## config.mk

```make
export PLATFORM = sky130hd
export DESIGN_NAME = mmss_timer_ctrl
export DESIGN_NICKNAME = d
export VERILOG_FILES = /design/src/rtl/mmss_pkg.sv /design/src/rtl/bcd_mod60_cnt.sv /design/src/rtl/mmss_timer_ctrl.sv
export SDC_FILE = /design/constraint.sdc
export NUM_CORES = 1
export LEC_CHECK = 0
export CORE_ASPECT_RATIO = 1.5
export CORE_MARGIN = 3
export CORE_UTILIZATION = 40
export CTS_BUF_LIST = sky130_fd_sc_hd__clkbuf_8 sky130_fd_sc_hd__clkbuf_16
export DETAILED_ROUTE_END_ITERATION = 8
export PLACE_DENSITY = 0.69
export SLEW_MARGIN = 20
export SYNTH_ARGS = -nofsm -noshare
export SYNTH_HDL_FRONTEND = slang
export SYNTH_SLANG_ARGS = --single-unit
```

## constraint.sdc

```tcl
create_clock -name clk -period 5.6 [get_ports clk]
set_clock_uncertainty 0.15 [all_clocks]
set_input_delay 1.12 -clock clk [delete_from_list [all_inputs] [get_ports clk]]
set_output_delay 1.12 -clock clk [all_outputs]
set_load 0.02 [all_outputs]
```

## src/rtl/mmss_pkg.sv

```systemverilog
// Shared definitions for the mm:ss timekeeping chain: FSM encodings and BCD limits.
package mmss_pkg;

  localparam int unsigned ONES_W = 4;
  localparam int unsigned TENS_W = 3;
  localparam int unsigned ST_W   = 2;

  typedef enum logic [ST_W-1:0] {
    ST_STOP    = 2'd0,
    ST_RUN     = 2'd1,
    ST_SET_MIN = 2'd2,
    ST_SET_SEC = 2'd3
  } state_t;

  localparam logic [ONES_W-1:0] BCD_MAX_ONES = 4'd9;
  localparam logic [TENS_W-1:0] BCD_MAX_TENS = 3'd5;

endpackage

```

## src/rtl/bcd_mod60_cnt.sv

```systemverilog
// Two-digit BCD counter 00..59; clear beats increment, at_max flags 59.
module bcd_mod60_cnt
  import mmss_pkg::*;
(
  input  logic              clk,
  input  logic              rst,
  input  logic              i_inc,
  input  logic              i_clr,
  output logic [ONES_W-1:0] o_ones,
  output logic [TENS_W-1:0] o_tens,
  output logic              o_at_max
);

  logic [ONES_W-1:0] r_ones;
  logic [TENS_W-1:0] r_tens;

  always_ff @(posedge clk or posedge rst) begin
    if (rst) begin
      r_ones <= '0;
      r_tens <= '0;
    end else if (i_clr) begin
      r_ones <= '0;
      r_tens <= '0;
    end else if (i_inc) begin
      if (r_ones == BCD_MAX_ONES) begin
        r_ones <= '0;
        r_tens <= (r_tens == BCD_MAX_TENS) ? '0 : r_tens + TENS_W'(1);
      end else begin
        r_ones <= r_ones + ONES_W'(1);
      end
    end
  end

  assign o_ones   = r_ones;
  assign o_tens   = r_tens;
  assign o_at_max = (r_ones == BCD_MAX_ONES) && (r_tens == BCD_MAX_TENS);

endmodule

```

## src/rtl/mmss_timer_ctrl.sv

```systemverilog
// Run/stop/set controller: FSM, 1 s prescaler, seconds/minutes BCD counters and wrap strobes.
module mmss_timer_ctrl
  import mmss_pkg::*;
#(
  parameter int unsigned CLK_DIV = 50_000_000
) (
  input  logic              clk,
  input  logic              rst,
  input  logic              i_start_stop,
  input  logic              i_mode,
  input  logic              i_inc,
  input  logic              i_clear,
  output logic [ONES_W-1:0] o_sec_ones,
  output logic [TENS_W-1:0] o_sec_tens,
  output logic [ONES_W-1:0] o_min_ones,
  output logic [TENS_W-1:0] o_min_tens,
  output logic [ST_W-1:0]   o_state,
  output logic              o_sec_wrap,
  output logic              o_min_wrap
);

  localparam int unsigned PW = $clog2(CLK_DIV);

  state_t         r_state;
  state_t         w_state_nxt;
  logic [PW-1:0]  r_presc;
  logic           r_sec_wrap;
  logic           r_min_wrap;
  logic           w_run;
  logic           w_tick;
  logic           w_presc_zero;
  logic           w_sec_inc;
  logic           w_min_inc;
  logic           w_sec_at_max;
  logic           w_min_at_max;

  always_ff @(posedge clk or posedge rst) begin
    if (rst) r_state <= ST_STOP;
    else     r_state <= w_state_nxt;
  end

  // start_stop outranks mode in STOP; SET states only react to mode
  always_comb begin
    w_state_nxt = r_state;
    case (r_state)
      ST_STOP: begin
        if (i_start_stop)  w_state_nxt = ST_RUN;
        else if (i_mode)   w_state_nxt = ST_SET_MIN;
      end
      ST_RUN:     if (i_start_stop) w_state_nxt = ST_STOP;
      ST_SET_MIN: if (i_mode)       w_state_nxt = ST_SET_SEC;
      ST_SET_SEC: if (i_mode)       w_state_nxt = ST_STOP;
      default:    w_state_nxt = ST_STOP;
    endcase
  end

  always_comb begin
    w_run        = 1'b0;
    w_tick       = 1'b0;
    w_presc_zero = 1'b0;
    w_sec_inc    = 1'b0;
    w_min_inc    = 1'b0;
    w_run        = (r_state == ST_RUN);
    w_tick       = w_run && (r_presc == PW'(CLK_DIV - 1));
    w_presc_zero = i_clear || ((r_state == ST_STOP) && (w_state_nxt == ST_SET_MIN));
    w_sec_inc    = w_tick || ((r_state == ST_SET_SEC) && i_inc);
    w_min_inc    = (w_tick && w_sec_at_max) || ((r_state == ST_SET_MIN) && i_inc);
  end

  // Prescaler holds outside RUN so a pause keeps the sub-second phase
  always_ff @(posedge clk or posedge rst) begin
    if (rst)               r_presc <= '0;
    else if (w_presc_zero) r_presc <= '0;
    else if (w_run)        r_presc <= w_tick ? '0 : r_presc + PW'(1);
  end

  always_ff @(posedge clk or posedge rst) begin
    if (rst) begin
      r_sec_wrap <= 1'b0;
      r_min_wrap <= 1'b0;
    end else begin
      r_sec_wrap <= w_tick && w_sec_at_max && !i_clear;
      r_min_wrap <= w_tick && w_sec_at_max && w_min_at_max && !i_clear;
    end
  end

  bcd_mod60_cnt u_sec (
    .clk      (clk),
    .rst      (rst),
    .i_inc    (w_sec_inc),
    .i_clr    (i_clear),
    .o_ones   (o_sec_ones),
    .o_tens   (o_sec_tens),
    .o_at_max (w_sec_at_max)
  );

  bcd_mod60_cnt u_min (
    .clk      (clk),
    .rst      (rst),
    .i_inc    (w_min_inc),
    .i_clr    (i_clear),
    .o_ones   (o_min_ones),
    .o_tens   (o_min_tens),
    .o_at_max (w_min_at_max)
  );

  assign o_state    = r_state;
  assign o_sec_wrap = r_sec_wrap;
  assign o_min_wrap = r_min_wrap;

endmodule

```

==> results.yml <==
run_status:
  status: "complete, no violations"
clock_network:
  clkSlewWorstSetupHoldPaths_ns: 0.08
  cts_buffers: 5
  hold_buffers: 0
  clock-sinks: 44
  cts_resized: 0
  post-cts-setup-buffer-count: 0
  htree_levels: 2
  tritoncts: "built"
  cts_root_buffer: "clkbuf_8"
  clk_path_buf_depth: 2
  clock_latency_ns: 0.29
final_layout:
  layout-drive-gt1-share_pct: 8.27
  final_core_util_pct: 47.9
  nets: 287
  antenna_cells: 0
  instances_no_fill: 350
  final_area_sq_um: 2830
  num-fill-cells: 583
  areaGrowthSynthToFinish_pct: 13.9
drt:
  dr_wl_met2_microns: 2650
  wl_per_cell_microns: 14.8
  highest_layer: "met4"
  routed_via_density: 5.71
  dr.pass1.iters: 4
  wl_microns: 5190
  met3_length_microns: 152
  ant_nets: 0
  drt_iter0_drc: 132
  route.detailed.drc: 0
  vias: 1997
  wl_met1_microns: 2290
logic_synthesis:
  synth_fp_nets: 264
  synth_common_cells: "44 x dfrtp_1, 29 x nor2_1, 17 x xor2_1, 16 x nand2_1, 16 x nand3_1"
  synth_edf_count: 0
  yosysUniqueCellTypes: 56
  synthTopCellsByArea: "dfrtp_1 44%, xor2_1 6.0%, nor2_1 4.4%, nand3_1 3.2%, a21oi_1 2.8%"
  synth-main-ff-cell: "dfrtp_1"
  async_reset_ff_share_pct: 100
  synth_top_area_share_pct: 44.3
  yosysSeqAreaShare_pct: 44.3
  yosysMostFrequentCell: "dfrtp_1"
  synth_seq_cells: 44
  syn_area_per_cell_sq_um: 9.74
  synth_cells: 255
  netlist_area_sq_um: 2480
  synth_top_area_cell: "dfrtp_1"
  yosys_warnings: 0
grt:
  grt.overflow.total: 0
  grt_use_total_pct: 15.3
  grt_max_degree: 45
  grt_pass1_vias: 1943
  grt_pass1_wl_microns: 9050
  grt_antenna_before_repair: 0
timing:
  drv_slew: 0
  finalSetupViolCount: 0
  rsz0062_at_grt: "no"
  period_needed_ns: 3.49
  maxSlewHeadroom_pct: 35.8
  final_hold_viol_count: 0
  fin_ws_ns: 2.11
  hold_slack_ns: 0.390
  tns_ns: 0
  tightest_slew_ns: 0.960
  clock.fmax_ghz: 0.286
  finalCritPeriodShare_pct: 62.4
placed_design:
  pre_cts_slack_ns: 1.83
  gp_congestion: 0.809
  dpl.hpwl_microns: 3600
  place_area_sq_um: 2750
  port_buffers: 23
  dp_cells: 343
floorplanning:
  ios: 24
  die_w_microns: 70.4
  num_rows: 34
  start_util_pct: 42.0
  dieArea_sq_um: 7210
  die_h_microns: 103
  coreArea_sq_um: 5910
hold_path:
  hold_path_class: "register to register"
setup_path:
  cp-start-kind: "input port"
  worstSetupStartpoint: "i_clear"
  r2r-end: "r_presc[25]$_DFFE_PP0P_"
  r2r_cells: 5
  critPathArrivalTime_ns: 3.51
  timing.rr.start: "o_state[0]$_DFF_PP0_"
  cp_max_fo: 23
  slowest_delay_ns: 1.10
  cp-endpoint: "r_presc[20]$_DFFE_PP0P_"
  cp_cell_sequence: "clkdlybuf4s50_1 -> inv_1 -> a221oi_1 -> buf_4 -> nand4_1 -> xor2_1 -> nor2_1"
  r2r_slack_ns: 3.13
  crit_type: "input port to register"
  end_kind: "register"
  crit_required_ns: 5.62
  cp_slowest_cell: "clkdlybuf4s50_1"
power_and_ir_drop:
  p_total_mw: 0.794
  ir_drop_v: 0.000120
  power_leakage_nw: 1.16
  power_density_nw_per_um2: 281
flow_run:
  maxCapViolations: 0
[worst min path at each step]
stage / depth (start not counted) / from / end / slack, ns
2_1_floorplan: 2 / r_presc[22]$_DFFE_PP0P_ / r_presc[22]$_DFFE_PP0P_ / 0.35
3_3_place_gp: 1 / u_min.o_tens[2]$_DFFE_PP0P_ / u_min.o_tens[2]$_DFFE_PP0P_ / 0.36
3_5_place_dp: 1 / u_min.o_tens[2]$_DFFE_PP0P_ / u_min.o_tens[2]$_DFFE_PP0P_ / 0.37
4_1_cts: 1 / u_min.o_tens[2]$_DFFE_PP0P_ / u_min.o_tens[2]$_DFFE_PP0P_ / 0.39
5_1_grt: 1 / u_min.o_tens[2]$_DFFE_PP0P_ / u_min.o_tens[2]$_DFFE_PP0P_ / 0.41
6_report: 1 / u_min.o_tens[2]$_DFFE_PP0P_ / u_min.o_tens[2]$_DFFE_PP0P_ / 0.39
[critical path: cells and delay by family]
kind	cells	cell delay (ns)
XOR/XNOR	1	0.17
buffers and inverters	3	1.67
AO/OA/AOI/OAI	1	0.37
AND/OR/NAND/NOR	2	0.17
[sequential cells by signal, indices dropped and copies added, names as in the netlist]
register      count
r_presc          26
u_min.o_ones      4
u_sec.o_ones      4
u_min.o_tens      3
u_sec.o_tens      3
o_state           2
o_min_wrap        1
o_sec_wrap        1
[cell families after synthesis]
logic type	synth area share, %
compound gates	13.3
xor+xnor	6.70
mux	3.07
buf+inv	4.68
fa+ha+maj	1.51
simple gates	26.4
flops	44.3
[cell usage in the layout (no fill, tap or decap), drive strengths merged, types with 3 or more instances in the layout]
master	netlist	layout
a21oi	14	14
a31oi	3	3
and3	5	5
and4	5	5
clkbuf	2	5
clkdlybuf4s50	0	23
clkinv	1	3
dfrtp	44	44
ha	3	3
inv	12	12
mux2i	5	5
nand2	16	16
nand2b	3	3
nand3	18	18
nand4	7	7
nor2	29	29
nor3	5	5
nor4bb	3	3
o2111ai	3	3
o211ai	3	3
o21ai	8	8
o31ai	5	5
or3	6	6
or4	6	6
xor2	17	17
[per-layer routing]
layer / GRT usage (%) / vias up
met3: 2.73 / 8
met5: 0 / -
li1: - / 978
met1: 18.7 / 976
met2: 26.8 / 35
met4: 6.19 / 0
[cell type report]
cell class / instances / area (sq um) / share of cell area, %
clock buffer: 5 / 68.8 / 2.43
clock inverter: 2 / 8.76 / 0.309
inverter: 13 / 48.8 / 1.72
multi-input combinational: 189 / 1270 / 44.8
sequential: 44 / 1100 / 38.9
tap: 72 / 90.1 / 3.18
timing repair buffer: 25 / 245 / 8.66
[power breakdown]
group | switching, mW | total (mW) | internal [mW]
Clock | 0.103 | 0.186 | 0.0831
Sequential | 0.0506 | 0.398 | 0.348
Combinational | 0.115 | 0.210 | 0.0943
Total | 0.269 | 0.794 | 0.525
Note: power is estimated with default switching activity, not from simulation.
